[src/rtl/fft_8_frame_ctrl.sv]
// fft_8_frame_ctrl: serial-to-parallel frame sequencer around an 8-point FFT core.
// Loads 8 complex samples, pulses the core start, waits for done, captures
// the result and streams the 8 bins back out in order.
// Optional feature macro: FFT_CTRL_TIMEOUT_EN (abort a frame stuck in WAIT).
//
// Handshake semantics (both streams): a beat transfers on a rising edge where
// valid && ready are both high. A producer holding valid keeps its data stable
// until the transfer. in_ready and out_valid depend only on registered state.
module fft_8_frame_ctrl #(
  parameter int DW             = 16,
  parameter int N              = 8,
  parameter int TIMEOUT_CYCLES = 1024
) (
  input  logic            clk,
  input  logic            rst,
  input  logic            in_valid,
  output logic            in_ready,
  input  logic [DW-1:0]   in_real,
  input  logic [DW-1:0]   in_imag,
  output logic            out_valid,
  input  logic            out_ready,
  output logic [DW-1:0]   out_real,
  output logic [DW-1:0]   out_imag,
  output logic            out_last,
  output logic            core_start,
  output logic [N*DW-1:0] core_in_real,
  output logic [N*DW-1:0] core_in_imag,
  input  logic [N*DW-1:0] core_out_real,
  input  logic [N*DW-1:0] core_out_imag,
  input  logic            core_done,
  output logic            busy,
  output logic [15:0]     frame_cnt,
  output logic            err_timeout,
  output logic [1:0]      dbg_state
);

  typedef enum logic [1:0] {
    LOAD   = 2'd0,
    START  = 2'd1,
    WAIT   = 2'd2,
    UNLOAD = 2'd3
  } state_t;

  localparam logic [2:0] LAST_IDX = 3'(N - 1);

  state_t        state_q, state_d;
  logic [2:0]    idx_q, idx_d;
  logic [15:0]   frame_cnt_q, frame_cnt_d;
  logic          core_start_q;
  logic          in_we, out_we;
  logic          tmo_hit;
  logic [DW-1:0] in_re_q  [N];
  logic [DW-1:0] in_im_q  [N];
  logic [DW-1:0] out_re_q [N];
  logic [DW-1:0] out_im_q [N];

`ifdef FFT_CTRL_TIMEOUT_EN
  logic [15:0] wait_cnt_q;
  logic        err_q;

  // Timeout fires on the WAIT cycle that would take the counter to the limit;
  // a core_done in that same cycle takes priority.
  assign tmo_hit = (state_q == WAIT) && !core_done &&
                   (wait_cnt_q == 16'(TIMEOUT_CYCLES - 1));

  // Wait counter: cleared on the way into WAIT, counts WAIT cycles without done.
  always_ff @(posedge clk) begin
    if (rst) begin
      wait_cnt_q <= '0;
    end else if (state_q == START) begin
      wait_cnt_q <= '0;
    end else if (state_q == WAIT && !core_done) begin
      wait_cnt_q <= wait_cnt_q + 16'd1;
    end
  end

  // Sticky timeout flag, cleared only by reset.
  always_ff @(posedge clk) begin
    if (rst) begin
      err_q <= 1'b0;
    end else if (tmo_hit) begin
      err_q <= 1'b1;
    end
  end

  assign err_timeout = err_q;
`else
  assign tmo_hit     = 1'b0;
  assign err_timeout = 1'b0;
`endif

  // Next-state, index and buffer-write decisions.
  always_comb begin
    state_d     = state_q;
    idx_d       = idx_q;
    frame_cnt_d = frame_cnt_q;
    in_we       = 1'b0;
    out_we      = 1'b0;
    case (state_q)
      LOAD: begin
        if (in_valid) begin
          in_we = 1'b1;
          if (idx_q == LAST_IDX) begin
            idx_d   = '0;
            state_d = START;
          end else begin
            idx_d = idx_q + 3'd1;
          end
        end
      end
      START: begin
        state_d = WAIT;
      end
      WAIT: begin
        if (core_done) begin
          out_we  = 1'b1;
          idx_d   = '0;
          state_d = UNLOAD;
        end else if (tmo_hit) begin
          idx_d   = '0;
          state_d = LOAD;
        end
      end
      UNLOAD: begin
        if (out_ready) begin
          if (idx_q == LAST_IDX) begin
            idx_d       = '0;
            frame_cnt_d = frame_cnt_q + 16'd1;
            state_d     = LOAD;
          end else begin
            idx_d = idx_q + 3'd1;
          end
        end
      end
      default: state_d = LOAD;
    endcase
  end

  // Control registers; core_start is a register so it is glitch-free toward the core.
  always_ff @(posedge clk) begin
    if (rst) begin
      state_q      <= LOAD;
      idx_q        <= '0;
      frame_cnt_q  <= '0;
      core_start_q <= 1'b0;
    end else begin
      state_q      <= state_d;
      idx_q        <= idx_d;
      frame_cnt_q  <= frame_cnt_d;
      core_start_q <= (state_d == START);
    end
  end

  // Sample buffer (written in LOAD) and result buffer (captured on done in WAIT).
  always_ff @(posedge clk) begin
    if (rst) begin
      for (int k = 0; k < N; k++) begin
        in_re_q[k]  <= '0;
        in_im_q[k]  <= '0;
        out_re_q[k] <= '0;
        out_im_q[k] <= '0;
      end
    end else begin
      if (in_we) begin
        in_re_q[idx_q] <= in_real;
        in_im_q[idx_q] <= in_imag;
      end
      if (out_we) begin
        for (int k = 0; k < N; k++) begin
          out_re_q[k] <= core_out_real[DW*k +: DW];
          out_im_q[k] <= core_out_imag[DW*k +: DW];
        end
      end
    end
  end

  // Continuous packing of the sample buffer toward the core.
  always_comb begin
    core_in_real = '0;
    core_in_imag = '0;
    for (int k = 0; k < N; k++) begin
      core_in_real[DW*k +: DW] = in_re_q[k];
      core_in_imag[DW*k +: DW] = in_im_q[k];
    end
  end

  assign in_ready   = (state_q == LOAD);
  assign out_valid  = (state_q == UNLOAD);
  assign out_last   = (state_q == UNLOAD) && (idx_q == LAST_IDX);
  assign out_real   = out_re_q[idx_q];
  assign out_imag   = out_im_q[idx_q];
  assign core_start = core_start_q;
  assign busy       = (state_q == START) || (state_q == WAIT);
  assign frame_cnt  = frame_cnt_q;
  assign dbg_state  = state_q;

endmodule

[config.mk]
export PLATFORM = sky130hd
export DESIGN_NAME = fft_8_frame_ctrl
export DESIGN_NICKNAME = d
export VERILOG_FILES = /design/src/rtl/fft_8_frame_ctrl.sv
export SDC_FILE = /design/constraint.sdc
export NUM_CORES = 1
export LEC_CHECK = 0
export CAP_MARGIN = 20
export CORE_ASPECT_RATIO = 1.2
export CORE_MARGIN = 10
export CORE_UTILIZATION = 40
export CTS_BUF_LIST = sky130_fd_sc_hd__clkbuf_8
export DETAILED_ROUTE_END_ITERATION = 6
export HOLD_SLACK_MARGIN = 0.1
export PLACE_DENSITY = 0.67
export SLEW_MARGIN = 20
export SYNTH_ARGS = -nofsm -noshare
export SYNTH_HDL_FRONTEND = slang
export SYNTH_SLANG_ARGS = --single-unit
[constraint.sdc]
create_clock -name clk -period 13.8 [get_ports clk]
set_input_delay 4.14 -clock clk [delete_from_list [all_inputs] [get_ports clk]]
set_output_delay 4.14 -clock clk [all_outputs]
set_load 0.02 [all_outputs]
==> impl_metrics.toml <==
[place]
dp_hpwl_mm = 53.6
dp.cells = 2606
gp_congestion = 0.826
port_buffers = 603
dpl_cell_area_sq_mm = 0.0288
place_worst_setup_slack_ps = 6520

[cts]
clkTransAtPathRegs_ps = 60
cts_made_buffers = 87
clk_latency_ps = 660
clock-sinks = 537
cts_tree = "built"
clock_path_buffers = 3
cts_setup_buffers = 0
cts_resized = 0
htreeDepth = 3
hold_buffers = 0
cts-root-buf = "clkbuf_8"

[synthesis]
synth_warnings = 0
avgSynthCellArea_sq_um = 16.4
netlist_instances = 1347
synth_edf_count = 512
async_flop_share_pct = 0
yosys_register_bits = 537
syn_area_sq_mm = 0.0220
yosys-top-cells-area = "edfxtp_1, and2_1, mux4_2, dfxtp_1, nor2b_1"
synth_commonest_cells = "edfxtp_1, and2_1, nor2b_1"
yosysTopAreaCellShare_pct = 69.8
synth_ff_type = "edfxtp_1"
ys_seq_area_share_pct = 72.1
syn_nets = 1649
synth.distinct_cells = 46
yosys.area.top_type = "edfxtp_1"
yosysMostFrequentCell = "edfxtp_1"

[min_path]
hp-class = "reg2reg"
hold_start = "frame_cnt[15]$_SDFFE_PP0P_"

[floorplan]
die_area_sq_mm = 0.0649
rows = 94
start_util_pct = 40.3
io_pins = 605
die_w_microns = 234
die_height_microns = 277
fp.coreArea_sq_mm = 0.0547

[global_routing]
grt_pass1_wl_mm = 106
gr-usage-all-layers_pct = 22.9
grt_pass1_vias = 14800
gr-total-overflow = 0
grt_max_degree = 188
antenna_found_initial = 23

[pwr]
p_per_area_mw_per_mm2 = 121
p_leak_nw = 11.2
vdd_drop_max_mv = 0.0995

[flow_run]
drv_cap = 0

[final_layout]
stdcell_count = 2777
drive_gt1_share_pct = 12.4
fin_nets = 2280
stdcell_area_sq_mm = 0.0306
area_delta_synth_final_pct = 39.1

[critical_path]
crit_path_end_kind = "primary output"
crit_required_ps = 9660
r2r-start = "dbg_state[0]$_SDFF_PP0_"
critPathKind = "reg2out"
cp.arrival_ps = 3630
crit_path_start_kind = "flop"
cp_max_fo = 45

[route]
firstDrtPassIters = 5
routed_wirelength_mm = 75.6
viasPerCell = 4.99
drtIter0Drc = 1010
via_count = 13900
drc = 0
ant_nets = 0
routedWlPerCell_microns = 27.2

[timing]
rsz0062_at_grt = "no"
setup_violations = 0
fin_ws_ps = 6030
post-route-period-util_pct = 56.3
hold_viol = 0
fmax_ghz = 0.129
finalSetupTns_ps = 0
max-slew-margin-rel_pct = 25.8
finalMaxSlewViolations = 0
period_needed_ps = 7770
worst_pin_slew_ps = 1110
fin_skew_ps = 31.4

[status]
status = "complete, no violations"
==> metal layers <==
layer  vias to the layer above  global-route usage (%)  routed length, microns
met5                         -                       0                     206
met4                        34                    6.34                    1490
met3                       104                    13.3                   11100
met2                       660                    36.8                   36400
met1                      6914                    25.2                   26400
li1                       6140                       -                       -
==> area by class of cell <==
cell class / count / area (sq um)
clock buffer: 92 / 1270
sequential: 537 / 15900
fill: 4390 / 24100
inverter: 3 / 11.3
antenna: 9 / 22.5
multi-input combinational: 732 / 5880
clock inverter: 67 / 479
timing repair buffer: 617 / 6190
tap: 720 / 901
==> kinds of logic (layout without fill, tap and decap cells) <==
group	after synthesis	count (layout)	synth area share [%]
AO/OA/AOI/OAI	20	20	0.642
XOR/XNOR	9	9	0.358
adder cells (fa/ha/maj)	9	9	0.511
buffers and inverters	78	779	1.45
flip-flops	537	537	72.1
multiplexers	99	99	8.31
other	1	10	0.0170
AND/OR/NAND/NOR	594	594	16.6
==> worst max-delay path: stages (launching register included) <==
cell and delay [ps]:
dfxtp_4 640, buf_4 820, mux4_2 620, mux2_2 270, clkdlybuf4s50_1 580
==> placed cells by master (no fill, tap or decap), types with 10 or more instances in the layout <==
master	instances
nand2_1	12
nor2b_1	68
clkbuf_8	92
mux4_2	64
clkdlybuf4s50_1	602
mux2_2	32
buf_4	11
inv_1	29
edfxtp_1	512
clkinv_1	20
clkinv_2	10
nor2_1	14
dfxtp_1	22
and2_1	450
==> worst paths after layout <==
kind	end	cells past startpoint	slack, ps
worst max-delay path	out_imag[12]	4	6030
worst min-delay path	frame_cnt[15]$_SDFFE_PP0P_	2	490
worst max register to register	in_im_q[4][15]$_SDFFCE_PN0P_	7	10650
worst min register to register	frame_cnt[15]$_SDFFE_PP0P_	2	490
==> through the flow <==
| stage | utilization, % | total power [mW] | hold slack [ps] |
|---|---|---|---|
| after detailed placement | 52.7 | 2.33 | 481 |
| after CTS | 55.9 | 3.73 | 490 |
| after global placement | 52.7 | 2.33 | 466 |
| after global routing | 56.0 | 3.82 | 514 |
| after floorplan | - | 2.08 | 540 |
| final | 56.0 | 3.70 | 491 |
==> state kept, by name (all words and copies together) (netlist names), named ones only <==
register and count:
out_re_q 128, core_start 1, in_im_q 128, in_re_q 128
dbg_state 2, idx_q 3, frame_cnt 16, out_im_q 128
==> power by group <==
group          leakage, nW  total (mW)  internal (mW)  switching (mW)
clock                0.989        1.40          0.752           0.652
combinational         4.69       0.405          0.205           0.200
sequential            5.49        1.89           1.85          0.0326
total                 11.2        3.70           2.81           0.884
(Power assumes the default switching activity.)
